`config.mk`:
```
export PLATFORM = sky130hd
export DESIGN_NAME = t09_button_debounce
export DESIGN_NICKNAME = d
export VERILOG_FILES = /design/src/rtl/t09_debounce_pkg.sv /design/src/rtl/t09_synchronizer.sv /design/src/rtl/t09_button_debounce.sv
export SDC_FILE = /design/constraint.sdc
export NUM_CORES = 1
export LEC_CHECK = 0
export BUFFER_PORTS_ARGS = -buffer_cell sky130_fd_sc_hd__buf_2
export CORE_MARGIN = 5
export CORE_UTILIZATION = 30
export CTS_BUF_LIST = sky130_fd_sc_hd__clkbuf_2
export DETAILED_ROUTE_END_ITERATION = 6
export PLACE_DENSITY_LB_ADDON = 0.05
export REMOVE_ABC_BUFFERS = 1
export SYNTH_ARGS = -nofsm -noshare
export SYNTH_HDL_FRONTEND = slang
export SYNTH_SLANG_ARGS = --single-unit
```
`constraint.sdc`:
```
create_clock -name clk -period 2.3 [get_ports clk]
set_input_delay 0.115 -clock clk [delete_from_list [all_inputs] [get_ports clk]]
set_output_delay 0.115 -clock clk [all_outputs]
set_load 0.02 [all_outputs]
```
`src/rtl/t09_debounce_pkg.sv`:
```
// Shared types and constants for the push-button debouncer.
// Imported by the debouncer top and any block that reuses its state encoding.
package t09_debounce_pkg;

  localparam int DB_CYCLES_DEFAULT = 100000;

  typedef enum logic [1:0] {
    ST_IDLE            = 2'd0,
    ST_CONFIRM_PRESS   = 2'd1,
    ST_HELD            = 2'd2,
    ST_CONFIRM_RELEASE = 2'd3
  } db_state_t;

endpackage

```
`src/rtl/t09_synchronizer.sv`:
```
// Multi-flop synchronizer for a single asynchronous input bit.
// Clears to zero on a synchronous active-high reset.
module t09_synchronizer #(
  parameter int STAGES = 2
) (
  input  logic clk,
  input  logic rst,
  input  logic in,
  output logic out
);

  logic [STAGES-1:0] r_sync;

  always_ff @(posedge clk) begin
    if (rst) begin
      r_sync <= '0;
    end else begin
      r_sync <= {r_sync[STAGES-2:0], in};
    end
  end

  assign out = r_sync[STAGES-1];

endmodule

```
`src/rtl/t09_button_debounce.sv`:
```
// Synchronizes and debounces a raw push-button input.
// Emits one registered pulse per accepted press and the debounced level.
module t09_button_debounce
  import t09_debounce_pkg::*;
#(
  parameter int SYNC_STAGES = 2,
  parameter int DB_CYCLES   = DB_CYCLES_DEFAULT
) (
  input  logic clk,
  input  logic rst,
  input  logic button_i,
  output logic pulse,
  output logic level
);

  localparam int CW = $clog2(DB_CYCLES + 1);
  localparam logic [CW-1:0] C_ONE  = CW'(1);
  localparam logic [CW-1:0] C_LAST = CW'(DB_CYCLES - 1);
  localparam logic [CW-1:0] C_MAX  = {CW{1'b1}};

  logic      w_synced;
  db_state_t r_state;
  db_state_t w_state_nxt;
  logic [CW-1:0] r_cnt;
  logic [CW-1:0] w_cnt_nxt;
  logic      r_pulse;
  logic      r_level;
  logic      w_pulse_nxt;
  logic      w_level_nxt;

  t09_synchronizer #(
    .STAGES(SYNC_STAGES)
  ) u_sync (
    .clk (clk),
    .rst (rst),
    .in  (button_i),
    .out (w_synced)
  );

  always_comb begin
    w_state_nxt = r_state;
    w_cnt_nxt   = r_cnt;
    unique case (r_state)
      ST_IDLE: begin
        if (w_synced) begin
          w_state_nxt = ST_CONFIRM_PRESS;
          w_cnt_nxt   = C_ONE;
        end
      end
      ST_CONFIRM_PRESS: begin
        if (!w_synced) begin
          w_state_nxt = ST_IDLE;
          w_cnt_nxt   = '0;
        end else if (r_cnt == C_LAST) begin
          w_state_nxt = ST_HELD;
        end else if (r_cnt != C_MAX) begin
          w_cnt_nxt = r_cnt + C_ONE;
        end
      end
      ST_HELD: begin
        if (!w_synced) begin
          w_state_nxt = ST_CONFIRM_RELEASE;
          w_cnt_nxt   = C_ONE;
        end
      end
      ST_CONFIRM_RELEASE: begin
        if (w_synced) begin
          w_state_nxt = ST_HELD;
          w_cnt_nxt   = '0;
        end else if (r_cnt == C_LAST) begin
          w_state_nxt = ST_IDLE;
        end else if (r_cnt != C_MAX) begin
          w_cnt_nxt = r_cnt + C_ONE;
        end
      end
      default: w_state_nxt = ST_IDLE;
    endcase
  end

  // Only the press-confirmation edge strobes; release is silent.
  assign w_pulse_nxt = (r_state == ST_CONFIRM_PRESS) &&
                       (w_state_nxt == ST_HELD);
  assign w_level_nxt = (w_state_nxt == ST_HELD) ||
                       (w_state_nxt == ST_CONFIRM_RELEASE);

  always_ff @(posedge clk) begin
    if (rst) begin
      r_state <= ST_IDLE;
      r_cnt   <= '0;
      r_pulse <= 1'b0;
      r_level <= 1'b0;
    end else begin
      r_state <= w_state_nxt;
      r_cnt   <= w_cnt_nxt;
      r_pulse <= w_pulse_nxt;
      r_level <= w_level_nxt;
    end
  end

  assign pulse = r_pulse;
  assign level = r_level;

endmodule

```
==> impl_metrics.csv, run 1 <==
group,metric,value,unit
final_layout,final_util,35.07,%
die,rows,22,
drt,ant_nets,0,
sta,min_period_over_period,91.60,%
sta,worst_slack,193.2,ps
clocking,clk_latency,350,ps
critical_path,cp.arrival,2400,ps
placed_design,dpl_worst_slack,149.5,ps
synthesis,yosysUniqueCellTypes,37,
placed_design,dp_hpwl,1.941,mm
die,die_area,0.005205,mm²
die,die_w,72.15,µm
critical_path,critPathCaptureType,"register",
drt,firstDrtPassIters,4,
power_and_ir_drop,power,0.5847,mW
final_layout,syn_to_final_growth,11.66,%
critical_path,crit_required,2590,ps
placed_design,place.gp.congestion,0.7357,
power_and_ir_drop,p_leak,0.4110,nW
final_layout,fillers,408,
power_and_ir_drop,power.density,451.9,mW/mm²
synthesis,seq_area_frac_synth,38.01,%
synthesis,netlist_instances,134,
job,cap_viol_max_count,0,
drt,vias,1033,
synthesis,async_flop_share,0,%
outcome,outcome,"completed",
sta,drv_slew,0,
sta,rsz0062_at_grt,"false",
drt,routed_wirelength,2.595,mm
min_path,min_path_type,"primary input to register",
placed_design,portBuffers,4,
clocking,clk_pin_slew,220,ps
synthesis,synth_top_area_share,38.01,%
synthesis,syn_avg_cell_area,8.646,µm²
critical_path,criticalPathCategory,"register to register",
clocking,cts_made_buffers,3,
sta,slew-limit-headroom,75.37,%
sta,hold_violations,0,
clocking,tritoncts,"yes",
synthesis,synth_area_leaders,"dfxtp_1 38%, a21oi_1 5.6%, nand2_1 5.2%, or4_1 4.5%, o31ai_1 3.9%",
synthesis,yosysWarnings,0,
drt,via_per_inst,5.380,
drt,initialDrtViolationCount,58,
drt,wire_per_inst,13.52,µm
global_routing,antenna_found_initial,0,
sta,hold_ws,70.38,ps
global_routing,grt_pass1_wl,4.526,mm
drt,drc,0,
synthesis,yosysTopAreaCell,"dfxtp_1",
sta,timing.final.crit_period,2107,ps
clocking,post_cts_buffers,0,
clocking,clock_sinks,22,
synthesis,netlist_area,0.001159,mm²
die,start_util,31.41,%
power_and_ir_drop,irDropWorstVdd,0.2403,mV
clocking,cts.path.max_buffers,2,
sta,max_clock_freq,0.4746,GHz
synthesis,ys_ff_latch,22,
critical_path,crit_fanout,11,
global_routing,grt_start_max_net_pins,17,
synthesis,synth.most_common_cell,"dfxtp_1",
synthesis,netlist_top_cells_count,"22 x dfxtp_1, 16 x nand2_1, 13 x a21oi_1",
global_routing,grtUsageTotal,10.99,%
sta,setup_viol,0,
die,fp.dieH,72.15,µm
global_routing,globalRoute.totalOverflow,0,
clocking,cts-root-buf,"clkbuf_2",
die,ios,5,
sta,skew,10.09,ps
critical_path,cp-start-kind,"register",
final_layout,nets,150,
final_layout,n_antenna_cell,0,
die,core,0.003689,mm²
sta,worst_pin_slew,368.2,ps
synthesis,synth_flop_cell,"dfxtp_1",
final_layout,drive_gt1_share,19.44,%
clocking,htreeDepth,1,
synthesis,synth-edff-count,0,
global_routing,grt_pass1_vias,983,
-- worst paths after layout --
kind	slack [ps]	from	endpoint	cells past startpoint
worst max-delay path	190	r_cnt[1]	r_cnt[11]	7
worst min-delay path	70	rst	level	2
worst max register to register	190	r_cnt[1]	r_cnt[11]	7
worst min register to register	470	u_sync.r_sync[0]	u_sync.r_sync[1]	1
-- final cells by class --
class,count,area (µm²),share of cell area (%)
tap,48,60.06,4.642
clock buffer,3,15.01,1.161
timing repair buffer,13,90.09,6.963
multi-input combinational,104,679.4,52.51
inverter,2,7.507,0.5803
sequential,22,441.7,34.14
-- worst max-delay path: stages, from the launching register on --
cell	delay, ps
dfxtp_1	420
ha_1	230
nand4_1	180
or4_4	600
o21bai_2	190
buf_4	200
o21ai_0	110
a21oi_1	130
-- logic make-up (layout without fill, tap and decap cells) --
kind of cell / Yosys count / count (layout) / synth area share, %
buf+inv: 8 / 18 / 4.104
xor+xnor: 3 / 3 / 3.564
fa+ha+maj: 1 / 1 / 1.080
compound gates: 33 / 33 / 18.14
simple gates: 65 / 65 / 33.37
mux: 2 / 2 / 1.728
flops: 22 / 22 / 38.01
-- state kept, by name (all words and copies together) (netlist names) --
name           cells
level              1
pulse              1
r_cnt             17
r_state            1
u_sync.r_sync      2
-- per-stage QoR --
stage | setup TNS, ps | cells | cell area [µm²]
after global placement | 0 | 188 | 1259
final | 0 | 192 | 1294
after detailed placement | 0 | 188 | 1259
after CTS | 0 | 192 | 1284
after global routing | 0 | 192 | 1294
after floorplan | -3.713 | 128 | 1119
-- timing repair --
item / 4_1_cts / 5_1_grt
resized for setup: 0 / 3
endpoints found under the hold margin: 1 / 0
hold buffers: 1 / 0
setup endpoints to repair: 0 / 9
-- cell usage in the layout, fill, tap and decap left out, drive strengths merged, types with 5 or more instances in the layout --
master / count
or3: 6
nand3: 6
dfxtp: 22
nor2: 7
nand2: 16
o21ai: 5
a21oi: 13
nor4: 6
buf: 12
or4: 8
o31ai: 6
-- power by group --
group          switching [mW]  total [mW]  leakage [nW]  internal [mW]
Combinational          0.0212      0.0335         0.220         0.0123
Sequential            0.00331       0.390         0.178          0.386
Clock                   0.126       0.162        0.0125         0.0355
Total                   0.151       0.585         0.411          0.434
-- per-layer routing --
layer | track usage (%) | up-vias | share of wire [%]
met2 | 17.19 | 26 | 44
met3 | 1.662 | 5 | 4.0
li1 | - | 529 | -
met4 | 5.010 | 0 | 1.8
met5 | 0 | - | 0
met1 | 14.81 | 473 | 50
No activity file was read; power rests on OpenSTA's default activity.
==> inputs of run 2 (changes only) <==
ABC_AREA = 1   (was default)
==> impl_metrics.csv, run 2 <==
group,metric,value,unit
outcome,outcome,"completed",
clocking,clk_pin_slew,240,ps
sta,timing.final.crit_period,1717,ps
job,cap_viol_max_count,0,
sta,worst_pin_slew,317.2,ps
clocking,cts_made_buffers,3,
die,die_w,79.77,µm
sta,fin_setup_tns,0,ps
placed_design,portBuffers,4,
final_layout,syn_to_final_growth,10.28,%
die,die_area,0.006362,mm²
final_layout,largest_reg_flops,17,
synthesis,ys_ff_latch,22,
drt,ant_nets,0,
die,fp.dieH,79.77,µm
final_layout,top_regs,"r_cnt x17, u_sync.r_sync x2",
min_path,min_path_type,"primary input to register",
placed_design,dp_hpwl,3.005,mm
sta,min_period_over_period,74.67,%
die,core,0.004723,mm²
global_routing,globalRoute.totalOverflow,0,
critical_path,crit_required,2590,ps
drt,wire_per_inst,12.49,µm
final_layout,final_cell_mix,"53 x nand2_1, 34 x nor2_1, 32 x inv_1",
synthesis,async_flop_share,0,%
power_and_ir_drop,power.density,440.2,mW/mm²
final_layout,final_common_cell,"nand2_1",
synthesis,synth_area_leaders,"dfxtp_1 30%, nand2_1 14%, nand3_1 9.9%, nor2_1 8.7%, inv_1 8.2%",
power_and_ir_drop,irDropWorstVdd,0.1898,mV
synthesis,netlist_top_cells_count,"53 x nand2_1, 34 x nor2_1, 32 x inv_1",
die,start_util,30.91,%
critical_path,critPathCaptureType,"register",
clocking,cts.path.max_buffers,2,
drt,vias,1410,
drt,initialDrtViolationCount,66,
sta,hold_violations,0,
synthesis,synth_top_area_share,30.16,%
global_routing,grt_pass1_wl,6.665,mm
critical_path,criticalPathCategory,"register to register",
clocking,clock_sinks,22,
final_layout,n_antenna_cell,0,
sta,max_clock_freq,0.5823,GHz
drt,routed_wirelength,3.822,mm
synthesis,yosysWarnings,0,
power_and_ir_drop,p_leak,0.6715,nW
die,ios,5,
global_routing,antenna_found_initial,0,
synthesis,netlist_area,0.001460,mm²
synthesis,syn_avg_cell_area,6.294,µm²
sta,setup_viol,0,
clocking,tritoncts,"yes",
drt,drc,0,
synthesis,yosysUniqueCellTypes,23,
clocking,htreeDepth,1,
global_routing,grtUsageTotal,13.62,%
synthesis,synth.most_common_cell,"nand2_1",
sta,skew,1.722,ps
clocking,clk_latency,350,ps
drt,firstDrtPassIters,4,
drt,via_per_inst,4.608,
final_layout,regMostFlops,"r_cnt",
sta,worst_slack,582.7,ps
final_layout,design_area,0.001610,mm²
clocking,cts-root-buf,"clkbuf_2",
clocking,post_cts_resize_count,0,
synthesis,synth-edff-count,0,
critical_path,cp-start-kind,"register",
sta,drv_slew,0,
placed_design,place.gp.congestion,0.8861,
final_layout,nets,244,
sta,slew-limit-headroom,78.82,%
placed_design,dpl_cell_area,0.001555,mm²
synthesis,seq_area_frac_synth,30.16,%
synthesis,synth_flop_cell,"dfxtp_1",
critical_path,crit_fanout,6,
sta,hold_ws,46.23,ps
critical_path,cp.arrival,2000,ps
global_routing,grt_start_max_net_pins,14,
placed_design,dpl_worst_slack,603.3,ps
final_layout,drive_gt1_share,14.64,%
die,rows,25,
global_routing,grt_pass1_vias,1330,
synthesis,yosysTopAreaCell,"dfxtp_1",
synthesis,netlist_instances,232,
sta,rsz0062_at_grt,"false",
## run 2: changes by cell type after synthesis, moves of 6 or more
cell | previous run | this run
inv_2 | 0 | 6
inv_1 | 2 | 32
nand2_2 | 0 | 6
nand4_1 | 4 | 12
or3_1 | 6 | 0
o31ai_1 | 6 | 0
or4_1 | 7 | 0
nor2_1 | 7 | 34
nand3_1 | 6 | 29
nand2_1 | 16 | 53
## run 2: final cells by class
| class | count | area [µm²] |
|---|---|---|
| Timing Repair Buffer | 5 | 30.03 |
| Clock buffer | 3 | 15.01 |
| Multi-Input combinational cell | 170 | 868.3 |
| Inverter | 38 | 142.6 |
| Fill cell | 520 | 3113 |
| Tap cell | 67 | 83.83 |
| Sequential cell | 22 | 440.4 |
| Clock inverter | 1 | 30.03 |
## run 2: repair_timing
action,in CTS,in global routing
hold endpoints to repair,1,0
buffers inserted,0,0
hold buffers,1,0
## run 2: worst paths after layout
kind / start / to / slack [ps] / cells after the start
max: r_cnt[0] / r_cnt[2] / 580 / 10
min: rst / r_cnt[4] / 50 / 2
max reg2reg: r_cnt[0] / r_cnt[2] / 580 / 10
min reg2reg: u_sync.r_sync[0] / u_sync.r_sync[1] / 420 / 2
## run 2: per-stage QoR
step | power [mW] | utilization, % | instances
6_report | 0.7089 | 34.09 | 306
5_1_grt | 0.7450 | 34.09 | 306
4_1_cts | 0.7162 | 34.09 | 306
3_5_place_dp | 0.4288 | 32.93 | 301
3_3_place_gp | 0.4293 | 32.93 | 301
2_1_floorplan | 0.4149 | - | 230
## run 2: layer usage
metal	wire (µm)	GRT usage, %	vias to the layer above
met5	0	0	-
met4	24	4.054	0
met3	82	2.032	2
met2	1707	20.95	20
met1	2007	19.53	631
li1	-	-	757
## run 2: critical path: stages (launching register included)
cell,delay (ps)
dfxtp_1,450
ha_1,230
inv_1,80
nor2_4,210
nand2_4,90
inv_2,90
nand3_4,110
nand2_4,140
nor2_4,60
a21oi_1,120
nor2_1,60
## run 2: report_power, final
group	switching [mW]	leakage, nW	internal, mW
Combinational	0.0243	0.467	0.00909
Clock	0.137	0.0266	0.150
Sequential	0.00340	0.178	0.386
## run 2: cells by family after synthesis
kind of cell / share of synthesized area, %
AND/OR/NAND/NOR: 51.33
buffers and inverters: 10.37
flip-flops: 30.16
AO/OA/AOI/OAI: 6.684
XOR/XNOR: 0.5999
adder cells (fa/ha/maj): 0.8568
